## src/rtl/pipe_pkg.sv

```systemverilog
`default_nettype none
// ============================================================================
// Module      : pipe_pkg
// Description : Shared definitions for the pipeline register chain:
//               skid-stage state encoding, depth limit and the all-zero
//               payload driven while a stage holds no valid entry.
// Revision    : 1.0 - initial release
// ============================================================================
package pipe_pkg;

  // The encoding doubles as the valid bits: bit 0 = main valid,
  // bit 1 = skid valid. ONE -> FULL only ever sets bit 1.
  typedef enum logic [1:0] {
    EMPTY = 2'b00,
    ONE   = 2'b01,
    FULL  = 2'b11
  } stage_state_t;

  localparam int unsigned MAX_DEPTH  = 8;
  localparam int unsigned MAX_DATA_W = 1024;

  // Sliced down to the payload width at the point of use.
  localparam logic [MAX_DATA_W-1:0] ZERO_PAYLOAD = '0;

endpackage : pipe_pkg
`default_nettype wire

```

## src/rtl/pipe_skid_stage.sv

```systemverilog
`default_nettype none
// ============================================================================
// Module      : pipe_skid_stage
// Description : One valid/ready pipeline stage with a 2-entry skid buffer.
//               Upstream ready is the inverted skid-valid register, so it
//               never depends combinationally on downstream ready.
// Ports       : clk, rst (sync, active-high), flush (sync squash)
//               in_valid/in_ready/in_data    - upstream handshake
//               out_valid/out_ready/out_data - downstream handshake
// Revision    : 1.0 - initial release
// ============================================================================
module pipe_skid_stage #(
  parameter int unsigned DATA_W = 32
) (
  input  logic              clk,
  input  logic              rst,
  input  logic              flush,
  input  logic              in_valid,
  output logic              in_ready,
  input  logic [DATA_W-1:0] in_data,
  output logic              out_valid,
  input  logic              out_ready,
  output logic [DATA_W-1:0] out_data
);
  import pipe_pkg::*;

  stage_state_t      r_state;
  logic [DATA_W-1:0] r_m_data;
  logic [DATA_W-1:0] r_s_data;
  logic              w_acc;
  logic              w_pop;

  assign in_ready  = ~r_state[1];
  assign out_valid = r_state[0];
  assign out_data  = out_valid ? r_m_data : ZERO_PAYLOAD[DATA_W-1:0];

  assign w_acc = in_valid & in_ready;
  assign w_pop = out_valid & out_ready;

  always_ff @(posedge clk) begin
    if (rst) begin
      r_state  <= EMPTY;
      r_m_data <= '0;
      r_s_data <= '0;
    end else begin
      case (r_state)
        EMPTY: begin
          if (w_acc) begin
            r_m_data <= in_data;
            r_state  <= ONE;
          end
        end
        ONE: begin
          if (w_acc && w_pop) begin
            r_m_data <= in_data;
          end else if (w_acc) begin
            r_s_data <= in_data;
            r_state  <= FULL;
          end else if (w_pop) begin
            r_state  <= EMPTY;
          end
        end
        FULL: begin
          // in_ready is low here, so only the pop can happen.
          if (w_pop) begin
            r_m_data <= r_s_data;
            r_state  <= ONE;
          end
        end
        default: r_state <= EMPTY;
      endcase
      // Squash only the valid bits; stale data is masked by out_data.
      if (flush) begin
        r_state <= EMPTY;
      end
    end
  end

endmodule : pipe_skid_stage
`default_nettype wire

```

## src/rtl/pipe_reg_chain.sv

```systemverilog
`default_nettype none
// ============================================================================
// Module      : pipe_reg_chain
// Description : DEPTH chained skid stages carrying a generic payload with
//               valid/ready handshake, synchronous flush and a registered
//               occupancy count (0..2*DEPTH).
// Ports       : clk, rst (sync, active-high), flush (sync squash)
//               in_valid/in_ready/in_data    - upstream handshake
//               out_valid/out_ready/out_data - downstream handshake
//               occupancy                    - valid entries held
// Revision    : 1.0 - initial release
// ============================================================================
module pipe_reg_chain #(
  parameter int unsigned DATA_W = 32,
  parameter int unsigned DEPTH  = 1,
  parameter int unsigned CNT_W  = $clog2(2*DEPTH+1)
) (
  input  logic              clk,
  input  logic              rst,
  input  logic              flush,
  input  logic              in_valid,
  output logic              in_ready,
  input  logic [DATA_W-1:0] in_data,
  output logic              out_valid,
  input  logic              out_ready,
  output logic [DATA_W-1:0] out_data,
  output logic [CNT_W-1:0]  occupancy
);
  import pipe_pkg::*;

  localparam logic [CNT_W-1:0] C_CNT_ONE = {{(CNT_W-1){1'b0}}, 1'b1};

  if (DEPTH < 1 || DEPTH > MAX_DEPTH) begin : g_bad_depth
    $error("pipe_reg_chain: DEPTH out of range");
  end

  // Index k is the boundary in front of stage k; index DEPTH is the output.
  logic [DEPTH:0]    w_valid;
  logic [DEPTH:0]    w_ready;
  logic [DATA_W-1:0] w_data [DEPTH+1];

  logic              w_blk_acc;
  logic              w_blk_pop;
  logic [CNT_W-1:0]  r_occ;

  assign w_valid[0]     = in_valid;
  assign w_data[0]      = in_data;
  assign w_ready[DEPTH] = out_ready;

  // Held low during reset so upstream cannot believe a drop was accepted.
  assign in_ready  = w_ready[0] & ~rst;
  assign out_valid = w_valid[DEPTH];
  assign out_data  = w_data[DEPTH];

  for (genvar k = 0; k < DEPTH; k++) begin : g_stage
    pipe_skid_stage #(
      .DATA_W (DATA_W)
    ) u_stage (
      .clk       (clk),
      .rst       (rst),
      .flush     (flush),
      .in_valid  (w_valid[k]),
      .in_ready  (w_ready[k]),
      .in_data   (w_data[k]),
      .out_valid (w_valid[k+1]),
      .out_ready (w_ready[k+1]),
      .out_data  (w_data[k+1])
    );
  end

  assign w_blk_acc = in_valid & in_ready;
  assign w_blk_pop = out_valid & out_ready;

  always_ff @(posedge clk) begin
    if (rst || flush) begin
      r_occ <= '0;
    end else if (w_blk_acc && !w_blk_pop) begin
      r_occ <= r_occ + C_CNT_ONE;
    end else if (!w_blk_acc && w_blk_pop) begin
      r_occ <= r_occ - C_CNT_ONE;
    end
  end

  assign occupancy = r_occ;

endmodule : pipe_reg_chain
`default_nettype wire
```

## config.mk

```make
export PLATFORM = sky130hd
export DESIGN_NAME = pipe_reg_chain
export DESIGN_NICKNAME = d
export VERILOG_FILES = /design/src/rtl/pipe_pkg.sv /design/src/rtl/pipe_skid_stage.sv /design/src/rtl/pipe_reg_chain.sv
export SDC_FILE = /design/constraint.sdc
export NUM_CORES = 1
export LEC_CHECK = 0
export CAP_MARGIN = 20
export CORE_MARGIN = 8
export CORE_UTILIZATION = 50
export DETAILED_ROUTE_END_ITERATION = 7
export GPL_TIMING_DRIVEN = 0
export PLACE_DENSITY = 0.84
export SLEW_MARGIN = 10
export SYNTH_ARGS = -nofsm -noshare
export SYNTH_HDL_FRONTEND = slang
export SYNTH_SLANG_ARGS = --single-unit
export TNS_END_PERCENT = 1
```

## constraint.sdc

```tcl
create_clock -name clk -period 2.3 [get_ports clk]
set_input_delay 0.575 -clock clk [delete_from_list [all_inputs] [get_ports clk]]
set_output_delay 0.575 -clock clk [all_outputs]
set_load 0.02 [all_outputs]
```

==> impl_summary.txt, run 1 <==
----------------------------------------------------
[Cells and area]
  Net count of the finished layout ... 484
  Layout fillers ... 542
  Storage cell area ... 1360 um^2
  Utilization of the core after routing ... 66.5%
  Share of post-route cells with drive strength above 1 ... 10.4%
  Synth-to-layout area growth ... 31.7%
  Area of combinational cells with multiple inputs ... 1630 um^2
  # diodes ... 0

[Synthesis]
  Net count of the mapped netlist ... 402
  Post-synth cell types ... 25
  Count of state elements after synthesis ... 68
  Post-synthesis instance total ... 359
  FFs w/ async S/R, synth ... 0%
  Synth warnings ... 0
  Predominant post-synthesis flop cell ... sky130_fd_sc_hd__dfxtp_1
  Mean post-synth cell area ... 8.78 um^2
  Cell area after synthesis ... 3150 um^2
  Number of flops mapped to enable cells by yosys ... 0
  Sequential fraction of the synthesis area ... 43.2%

[Route]
  DRC marker count from the first detailed-route iteration ... 101
  Number of detailed-routing iterations run before antenna repair ... 5
  Number of remaining DRC errors ... 0
  Avg WL per Cell ... 15.5 um
  Antenna-violating nets left ... 0
  Vias per cell ... 5.41
  Total vias in the final route ... 2820
  Wirelength, routed ... 8100 um

[Setup path]
  Endpoint class of the critical path ... output pin
  Cell with the largest stage delay on the worst path ... sky130_fd_sc_hd__dfxtp_1
  Cell class contributing the biggest share of worst-path delay ... buffers and inverters
  Cell-by-cell listing of the critical path ... buf_4 -> clkbuf_2 -> and2_1 -> dlygate4sd2_1
  Data required time of the critical path ... 1.73 ns
  Biggest fanout along the worst timing path ... 10
  Number of buffer and inverter instances along the worst setup path ... 3
  Critical path launch point type ... flip-flop
  Maximum cell stage delay along the critical path ... 0.39 ns
  Critical setup path kind ... flip-flop to output pin
  Data arrival at the endpoint of the critical path ... 1.67 ns

[STA]
  Final period utilization ... 97.7%
  Min Hold Slack ... 0.455 ns
  Final worst clock skew ... 0.00819 ns
  Final Hold Vio Count ... 0
  Worst Tran Pin Value ... 0.584 ns
  Count of final setup violators ... 0
  Final-layout setup total negative slack ... 0 ns
  Count of pins over their slew limit ... 0
  Minimum period implied by the final worst setup slack ... 2.25 ns
  Relative slew margins ... 61.1%
  Achievable clock frequency ... 445 MHz
  Final WS setup ... 0.0527 ns

[GRT]
  GR Overflow Total ... 0
  Wire length of the first global-routing pass ... 13200 um
  Met2 GRT Util ... 30.1%
  Global routing usage on met1 ... 22.3%
  Total routing usage reported by global routing ... 18.2%
  Pin count of the biggest net entering global routing ... 11
  Met3 GRT Util ... 4.57%
  GRT Max-Usage Layer ... met2
  Number of global-route vias before repair ... 2725
  Number of antenna violations at the first check in global routing ... 0

[Clocking]
  Largest buffer count on any clock path ... 2
  Clk slew on worst S/H paths ... 0.07 ns
  Count of clock tree sinks ... 68
  CTS root buf ... sky130_fd_sc_hd__clkbuf_8
  Inserted Clock Buffers ... 9
  Clock latency on the worst-skew pair ... 0.34 ns
  Number of levels the H-tree was split into ... 3
  CTS tree ... yes

[Run status]
  Outcome ... complete, no violations

[Floorplan]
  Floorplan row count ... 29
  Die W ... 95.4 um
  Die height ... 95.4 um
  Core footprint ... 6240 um^2
  Number of top-level design ports ... 73
  Full die area ... 9100 um^2
  Starting density of the core ... 50.5%

[Place]
  Final weighted congestion in routability-driven placement ... 0.813
  Worst slack, placed ... -0.184 ns
  Port Buffers ... 71
  Dpl hpwl ... 5840 um

[Min path]
  Hold Path Class ... flip-flop to flip-flop

[Job]
  Maximum Capacitance Violations ... 0

[Power]
  Largest vdd supply drop ... 0.000441 V
  Leak pwr ... 0.00161 uW
  Power density of the placed cells ... 660 nW/um^2

----------------------------------------------------
[stage by stage]
step / area (um^2) / power [uW] / std cells
6_report: 4150 / 2740 / 521
5_1_grt: 4150 / 2860 / 521
4_1_cts: 4130 / 2750 / 521
3_5_place_dp: 3960 / 1800 / 507
3_3_place_gp: 3960 / 1780 / 507
2_1_floorplan: 3150 / 1610 / 359
[synth_stat cells, drive strengths merged, types with 2 or more instances]
cell	n	area share [%]
nand2	68	8.2
clkbuf	14	1.7
buf	18	3.7
and2	33	6.5
xor2	2	0.56
nor3	2	0.32
xnor2	2	0.56
inv	2	0.24
ha	6	2.4
nor2	4	0.48
dfxtp	68	43
mux2i	34	11
a211oi	32	8.6
a21oi	67	11
nand2b	2	0.40
[where the power goes]
group          internal [uW]  switching (uW)
sequential              1260            39.8
clock                    547             421
combinational            216             253
total                   2020             714
[kinds of logic (layout without fill, tap and decap cells)]
family	Yosys count	count (layout)	synth area share [%]
AND/OR/NAND/NOR	112	112	16.7
buffers and inverters	34	119	5.63
AO/OA/AOI/OAI	101	101	20.2
XOR/XNOR	4	4	1.11
adder cells (fa/ha/maj)	6	6	2.38
multiplexers	34	34	10.8
flip-flops	68	68	43.2
[flip-flops by register name (all words and copies together) (netlist names)]
register and cells:
g_stage.u_stage.r_s_data 32, g_stage.u_stage.r_m_data 32, occupancy 2, g_stage.u_stage.r_state 2
[path summary, 6_finish.rpt]
check	startpoint	end	slack, ns	cells after the start
hold / removal	g_stage[0].u_stage.r_s_data[15]	g_stage[0].u_stage.r_s_data[15]	0.46	2
setup / recovery	g_stage[0].u_stage.r_state[0]	out_data[14]	0.05	4
setup reg to reg	g_stage[0].u_stage.r_state[0]	g_stage[0].u_stage.r_m_data[25]	0.22	8
hold reg to reg	g_stage[0].u_stage.r_s_data[15]	g_stage[0].u_stage.r_s_data[15]	0.46	2
[placed cells by master, fill, tap and decap left out, types with 3 or more instances in the layout]
cell type / instances
sky130_fd_sc_hd__a211oi_2: 7
sky130_fd_sc_hd__a21oi_1: 66
sky130_fd_sc_hd__clkdlybuf4s15_1: 4
sky130_fd_sc_hd__buf_6: 4
sky130_fd_sc_hd__buf_2: 11
sky130_fd_sc_hd__ha_1: 6
sky130_fd_sc_hd__clkbuf_4: 4
sky130_fd_sc_hd__a211oi_1: 25
sky130_fd_sc_hd__dfxtp_1: 68
sky130_fd_sc_hd__nand2_1: 67
sky130_fd_sc_hd__nor2_1: 4
sky130_fd_sc_hd__and2_1: 33
sky130_fd_sc_hd__clkbuf_8: 11
sky130_fd_sc_hd__clkbuf_1: 10
sky130_fd_sc_hd__dlygate4sd2_1: 24
sky130_fd_sc_hd__mux2i_1: 34
sky130_fd_sc_hd__clkdlybuf4s50_1: 42
sky130_fd_sc_hd__clkbuf_2: 3
[area by class of cell]
class / count / area share [%]
repair buffers: 71 / 16.5
well taps: 77 / 2.32
inverters: 2 / 0.181
plain buffers: 32 / 4.49
clock buffers: 12 / 3.74
flip-flops and latches: 68 / 32.8
multi-input cells: 257 / 39.2
clock inverters: 2 / 0.844
[routing by layer]
metal / vias to the layer above / part of all wire, %
met2: 89 / 49
met5: - / 0
met3: 12 / 6.6
li1: 1400 / -
met1: 1319 / 43
met4: 0 / 1.3
[tightest hold or removal path, delay by kind of cell (launching register included)]
family	cells	cell delay, ns
AO/OA/AOI/OAI	1	0.05
flip-flops	1	0.31
AND/OR/NAND/NOR	1	0.05
[what timing repair did]
item / CTS / global route
setup endpoints to repair: 30 / 6
resized for setup: 35 / 9
endpoints found under the hold margin: 0 / 0
cloned: 0 / 0
hold buffers: 0 / 0
buffers inserted: 0 / 0
(Power assumes the default switching activity.)
==> run 2: changes to the inputs <==
--- a/config.mk
+++ b/config.mk
@@ -8,6 +8,7 @@
 export CAP_MARGIN = 20
 export CORE_MARGIN = 8
 export CORE_UTILIZATION = 50
+export CTS_CLUSTER_DIAMETER = 120
 export DETAILED_ROUTE_END_ITERATION = 7
 export GPL_TIMING_DRIVEN = 0
 export PLACE_DENSITY = 0.84
==> results of run 2 <==
The final DEF is identical to that of run 1; final timing and power are the same.
